**config.mk**
```make
export PLATFORM = sky130hd
export DESIGN_NAME = pd_alu_pipe
export DESIGN_NICKNAME = d
export VERILOG_FILES = /design/src/rtl/pd_alu_pipe.sv
export SDC_FILE = /design/constraint.sdc
export NUM_CORES = 1
export LEC_CHECK = 0
export CAP_MARGIN = 20
export CORE_ASPECT_RATIO = 1.5
export CORE_MARGIN = 5
export CORE_UTILIZATION = 35
export DETAILED_ROUTE_END_ITERATION = 16
export HOLD_SLACK_MARGIN = 0.05
export PLACE_DENSITY = 0.51
export RECOVER_POWER = 25
export SYNTH_ARGS = -nofsm -noshare
export SYNTH_HDL_FRONTEND = slang
export SYNTH_SLANG_ARGS = --single-unit
export TNS_END_PERCENT = 30
```
**constraint.sdc**
```tcl
create_clock -name clk -period 10.56 [get_ports clk]
set_clock_uncertainty 0.2 [all_clocks]
set_input_delay 2.112 -clock clk [delete_from_list [all_inputs] [get_ports clk]]
set_output_delay 2.112 -clock clk [all_outputs]
set_load 0.005 [all_outputs]
```
**src/rtl/pd_alu_pipe.sv**
```systemverilog
`default_nettype none
// ============================================================================
// Module   : pd_alu_pipe
// Purpose  : Execute-stage datapath. A 2-bit-select ALU (add/sub/and/or)
//            feeds a STAGES-deep valid/ready pipeline. The pipeline collapses
//            bubbles, supports a synchronous flush, and reports result flags
//            and an occupancy count.
// Revision : 1.0  initial parametrised release
// ============================================================================
module pd_alu_pipe #(
    parameter int DWIDTH = 32,
    parameter int STAGES = 3,
    parameter int CWIDTH = $clog2(STAGES + 1)
) (
    input  logic              clk,
    input  logic              reset,
    input  logic              in_valid,
    output logic              in_ready,
    input  logic [DWIDTH-1:0] in_op1,
    input  logic [DWIDTH-1:0] in_op2,
    input  logic [1:0]        in_sel,
    input  logic              flush,
    output logic              out_valid,
    input  logic              out_ready,
    output logic [DWIDTH-1:0] out_res,
    output logic              out_zero,
    output logic              out_carry,
    output logic [CWIDTH-1:0] occupancy
);

    localparam logic [1:0] c_sel_add = 2'b00;
    localparam logic [1:0] c_sel_sub = 2'b01;
    localparam logic [1:0] c_sel_and = 2'b10;
    localparam logic [1:0] c_sel_or  = 2'b11;

    // ALU result, computed combinationally from the input operands
    logic [DWIDTH:0]   w_sum;
    logic [DWIDTH:0]   w_diff;
    logic [DWIDTH-1:0] w_alu_res;
    logic              w_alu_carry;
    logic              w_alu_zero;

    // Per-stage register set {v, res, zero, carry}; index STAGES-1 is the tail
    logic [STAGES-1:0] v_q;
    logic [STAGES-1:0] v_d;
    logic [DWIDTH-1:0] res_q [STAGES];
    logic [DWIDTH-1:0] res_d [STAGES];
    logic [STAGES-1:0] zero_q;
    logic [STAGES-1:0] zero_d;
    logic [STAGES-1:0] carry_q;
    logic [STAGES-1:0] carry_d;
    logic [CWIDTH-1:0] occ_q;
    logic [CWIDTH-1:0] occ_d;

    // Handshake control
    logic [STAGES-1:0] w_adv;
    logic              w_accept;

    // ALU: add/sub use a one-bit-wider sum so the MSB gives carry or borrow
    always_comb begin
        w_sum       = {1'b0, in_op1} + {1'b0, in_op2};
        w_diff      = {1'b0, in_op1} - {1'b0, in_op2};
        w_alu_res   = '0;
        w_alu_carry = 1'b0;
        unique case (in_sel)
            c_sel_add: begin
                w_alu_res   = w_sum[DWIDTH-1:0];
                w_alu_carry = w_sum[DWIDTH];
            end
            c_sel_sub: begin
                // The wrapped MSB of op1-op2 is set exactly when op1 < op2 (unsigned)
                w_alu_res   = w_diff[DWIDTH-1:0];
                w_alu_carry = w_diff[DWIDTH];
            end
            c_sel_and: w_alu_res = in_op1 & in_op2;
            c_sel_or:  w_alu_res = in_op1 | in_op2;
            default:   w_alu_res = '0;
        endcase
        w_alu_zero = (w_alu_res == '0);
    end

    // Advance chain: a stage passes its entry on when it is valid and its successor is free or itself advancing
    always_comb begin
        w_adv = '0;
        w_adv[STAGES-1] = v_q[STAGES-1] & out_ready;
        for (int k = STAGES - 2; k >= 0; k--) begin
            w_adv[k] = v_q[k] & (~v_q[k+1] | w_adv[k+1]);
        end
    end

    assign in_ready = ~v_q[0] | w_adv[0];
    // A transaction that arrives together with flush is dropped
    assign w_accept = in_valid & in_ready & ~flush;

    // Next-state for every stage, flush clearing, and the occupancy popcount
    always_comb begin
        v_d     = v_q;
        res_d   = res_q;
        zero_d  = zero_q;
        carry_d = carry_q;

        if (in_ready) begin
            v_d[0] = w_accept;
        end
        if (w_accept) begin
            res_d[0]   = w_alu_res;
            zero_d[0]  = w_alu_zero;
            carry_d[0] = w_alu_carry;
        end

        for (int k = 1; k < STAGES; k++) begin
            if (~v_q[k] | w_adv[k]) begin
                v_d[k] = v_q[k-1];
                // Data moves only with a real entry, so an emptied tail keeps out_res steady
                if (v_q[k-1] & ~flush) begin
                    res_d[k]   = res_q[k-1];
                    zero_d[k]  = zero_q[k-1];
                    carry_d[k] = carry_q[k-1];
                end
            end
        end

        if (flush) begin
            v_d = '0;
        end

        occ_d = '0;
        for (int k = 0; k < STAGES; k++) begin
            occ_d = occ_d + CWIDTH'(v_d[k]);
        end
    end

    // Pipeline registers with synchronous reset
    always_ff @(posedge clk) begin
        if (reset) begin
            v_q     <= '0;
            zero_q  <= '0;
            carry_q <= '0;
            occ_q   <= '0;
            for (int k = 0; k < STAGES; k++) begin
                res_q[k] <= '0;
            end
        end else begin
            v_q     <= v_d;
            zero_q  <= zero_d;
            carry_q <= carry_d;
            occ_q   <= occ_d;
            for (int k = 0; k < STAGES; k++) begin
                res_q[k] <= res_d[k];
            end
        end
    end

    assign out_valid = v_q[STAGES-1];
    assign out_res   = res_q[STAGES-1];
    assign out_zero  = zero_q[STAGES-1];
    assign out_carry = carry_q[STAGES-1];
    assign occupancy = occ_q;

endmodule
`default_nettype wire

```
==> metrics.csv <==
stage;metric;value;unit
logic_synthesis;Synth async-reset ratio;0;%
clocking;clock-pin slew on the worst setup and hold paths;0.07;ns
critical_path;CP required;10.66;ns
outcome;violated checks;max-capacitance violations, max-slew violations;
grt;met3 Usage GRT;1.64;%
logic_synthesis;cell area after synthesis;9550;um2
critical_path;crit path max fanout;11;
clocking;hold_buf cts;0;
grt;routing usage on met2;35.5;%
sta;RSZ-0062 raised after global routing;false;
logic_synthesis;largest area contributor in the netlist;dfxtp_1;
grt;M1 GR Usage;25.6;%
power_and_ir_drop;Lkg Pwr;4.43;nW
finish;Layout area overhead;14.0;%
critical_path;CP arrival;6.24;ns
logic_synthesis;EDFF count, synth;0;
clocking;worst skew pair latency;0.35;ns
grt;global-route wire length before repair;50.0;mm
finish;ant diodes;0;
sta;worst slew pin tran;4.42;ns
route;Starting DRT DRC Count;712;
clocking;# clock sinks;107;
route;final wirelength;31.5;mm
sta;pins over their slew limit;102;
sta;Tmin final;6.15;ns
critical_path;crit path from;in_op1[5];
floorplan;Core ar.;27100;um2
critical_path;CP startpoint kind;input pin;
logic_synthesis;Mapped Nets;1508;
finish;layout cells sized above 1;4.63;%
route;drt via density;5.52;
critical_path;critical path class;in2reg;
power_and_ir_drop;Worst VDD drop;0.000161;V
clocking;clk root buf;clkbuf_16;
floorplan;Top Ports;109;
floorplan;Die Area;30800;um2
finish;Finished Layout Cells;1702;
outcome;status;complete, but fails checks;
critical_path;FF-to-FF Start;v_q[2];
grt;gr busiest metal;met2;
sta;max_slew headroom;-195;%
sta;Tcrit/Tclk final;58.2;%
logic_synthesis;sequential area share after synthesis;22.4;%
grt;GRT Total Usage;20.3;%
clocking;Num CTS Buffers;9;
grt;initial antenna violation count;0;
logic_synthesis;most common library cells after synthesis;222 x nand2_1, 163 x a21oi_1, 108 x nor2_1, 107 x dfxtp_1, 98 x inv_1;
logic_synthesis;Unique masters post-synth;83;
hold_path;hold_sp;out_res[5];
sta;Hold Vio Cnt, Final;0;
critical_path;Slowest-stage cell, CP;o311ai_0;
run;Max-Cap Viols;1;
floorplan;# rows;74;
floorplan;Initial Util;35.2;%
power_and_ir_drop;PwrDens;107;nW/um2
route;Detail Route Antenna Nets;0;
critical_path;critical-path cell list;clkdlybuf4s50_1 -> inv_1 -> ha_1 -> inv_1 -> a221oi_4 -> a2111oi_4 -> o311ai_0 -> a2111o_1 -> nand3_1 -> a211o_1 -> or3b_1 -> nor4_2 -> nand4_1 -> nand2_1;
grt;number of global-route vias before repair;9227;
finish;Layout Nets;1525;
route;drt drc;0;
placement;Port Buf Inserts;108;
sta;Fmax;0.163;GHz
critical_path;slowest stage delay, CP;0.73;ns
logic_synthesis;Syn Area/Cell;7.14;um2
clocking;setup repair bufs after CTS;0;
route;1st-pass router iterations;6;
clocking;clock tree buffer depth;2;
sta;Final TNS setup;0;ns
route;Vias;9402;
placement;dpl cells;1686;
grt;pin count of the biggest net entering global routing;102;
sta;Setup Viol. Count Final;0;
logic_synthesis;post-synth top area share;22.4;%
grt;total global routing overflow;0;
logic_synthesis;ys flop type;dfxtp_1;
placement;HPWL after DPL;24.3;mm
clocking;# H-tree levels;3;
clocking;CTS tree;done;
logic_synthesis;Synth area leaders;dfxtp_1 22%, ha_1 13%, nand2_1 8.7%;
power_and_ir_drop;Power Total;1.16;mW
logic_synthesis;Post-Synthesis Cells;1338;
clocking;post-CTS sizing;0;
route;average routed wire per standard cell;18.5;um
logic_synthesis;post-synthesis register bit count;107;
placement;routability cong.;0.921;
critical_path;crit end category;flop;
floorplan;Die Span Y;212;um
hold_path;HP Class;reg2reg;
logic_synthesis;synth warn;0;
critical_path;cell mode on critical path;inv_1;
logic_synthesis;count leader, synth;nand2_1;
floorplan;Die X;145;um
## through the flow
step                      hold WS [ns]  util [%]  worst slack, ns  area, um2
after floorplan                  0.231         -             5.38       9550
after global placement           0.242      39.0             4.08      10600
after detailed placement         0.245      39.0             4.03      10600
after CTS                        0.255      40.1             4.38      10900
after global routing             0.268      40.1             4.14      10900
final                            0.251      40.1             4.41      10900
## per-layer routing
layer  wire length [um]  part of all wire [%]
met4               1070                   3.4
met1              13600                    43
met2              15600                    49
met3               1260                   4.0
met5                  0                     0
## area by class of cell
type / count / area, um2
timing repair buffer: 123 / 1170
clock buffer: 11 / 253
clock inverter: 5 / 60.1
tap: 342 / 428
fill: 2902 / 16200
multi-input combinational: 1014 / 6450
inverter: 100 / 375
sequential: 107 / 2140
## cell families (layout without fill, tap and decap cells)
kind of cell               count (synthesis)  count (layout)  synth area share (%)
and+or+nand+nor                          480             480                  22.8
buffers and inverters                    217             239                  10.1
muxes                                     18              18                  2.19
DFF                                      107             107                  22.4
adders and majority gates                 99              99                  13.2
AOI/OAI and AO/OA                        402             402                  27.9
xor gates and xnor gates                  15              15                  1.38
## final timing paths
path                      to  slack [ns]  cells after the start
setup / recovery   zero_q[0]        4.41                     14
hold / removal    out_res[5]        0.25                      2
setup reg to reg   zero_q[0]        7.79                     12
hold reg to reg   out_res[5]        0.25                      2
## report_power, final
part | leakage, nW | switching [mW] | internal [mW] | total [mW]
Sequential | 0.867 | 0.00511 | 0.413 | 0.419
Combinational | 3.41 | 0.249 | 0.146 | 0.395
Clock | 0.152 | 0.151 | 0.198 | 0.349
## cells in the final DEF (no fill, tap or decap), types with 5 or more instances in the layout
cell,netlist,final
nand2_1,222,222
dlygate4sd3_1,0,33
or3_1,6,6
o21bai_1,5,5
o31a_1,5,5
clkdlybuf4s50_1,0,72
nor2b_1,12,12
a22oi_1,5,5
o31ai_1,15,15
mux2i_1,13,13
a21oi_1,163,163
buf_4,35,14
nand3_1,24,24
o211ai_1,11,11
ha_1,96,96
nor4_1,12,12
a31oi_1,12,12
xnor2_1,11,11
nor2_1,108,108
o211a_1,5,5
inv_1,98,98
o21a_1,7,7
a211o_1,8,8
a311oi_1,8,8
o21ai_0,54,54
or4_1,5,5
and3_1,8,8
nand2b_1,14,14
o22ai_1,11,11
a211oi_1,22,22
nor3_1,32,32
nor3b_1,6,5
a21o_1,13,13
dfxtp_1,107,107
a221oi_1,7,7
nand4_1,10,10
clkbuf_16,0,9
## worst max-delay path: cells and delay by family
| kind | cells | cell delay (ns) |
|---|---|---|
| compound gates | 5 | 1.85 |
| fa+ha+maj | 1 | 0.49 |
| buf+inv | 3 | 0.78 |
| simple gates | 5 | 1.01 |
## state kept, by name (all words and copies together), names as in the netlist
signal	count
carry_q	3
out_res	32
zero_q	3
res_q	64
v_q	3
occupancy	2
Note: power is estimated with default switching activity, not from simulation.
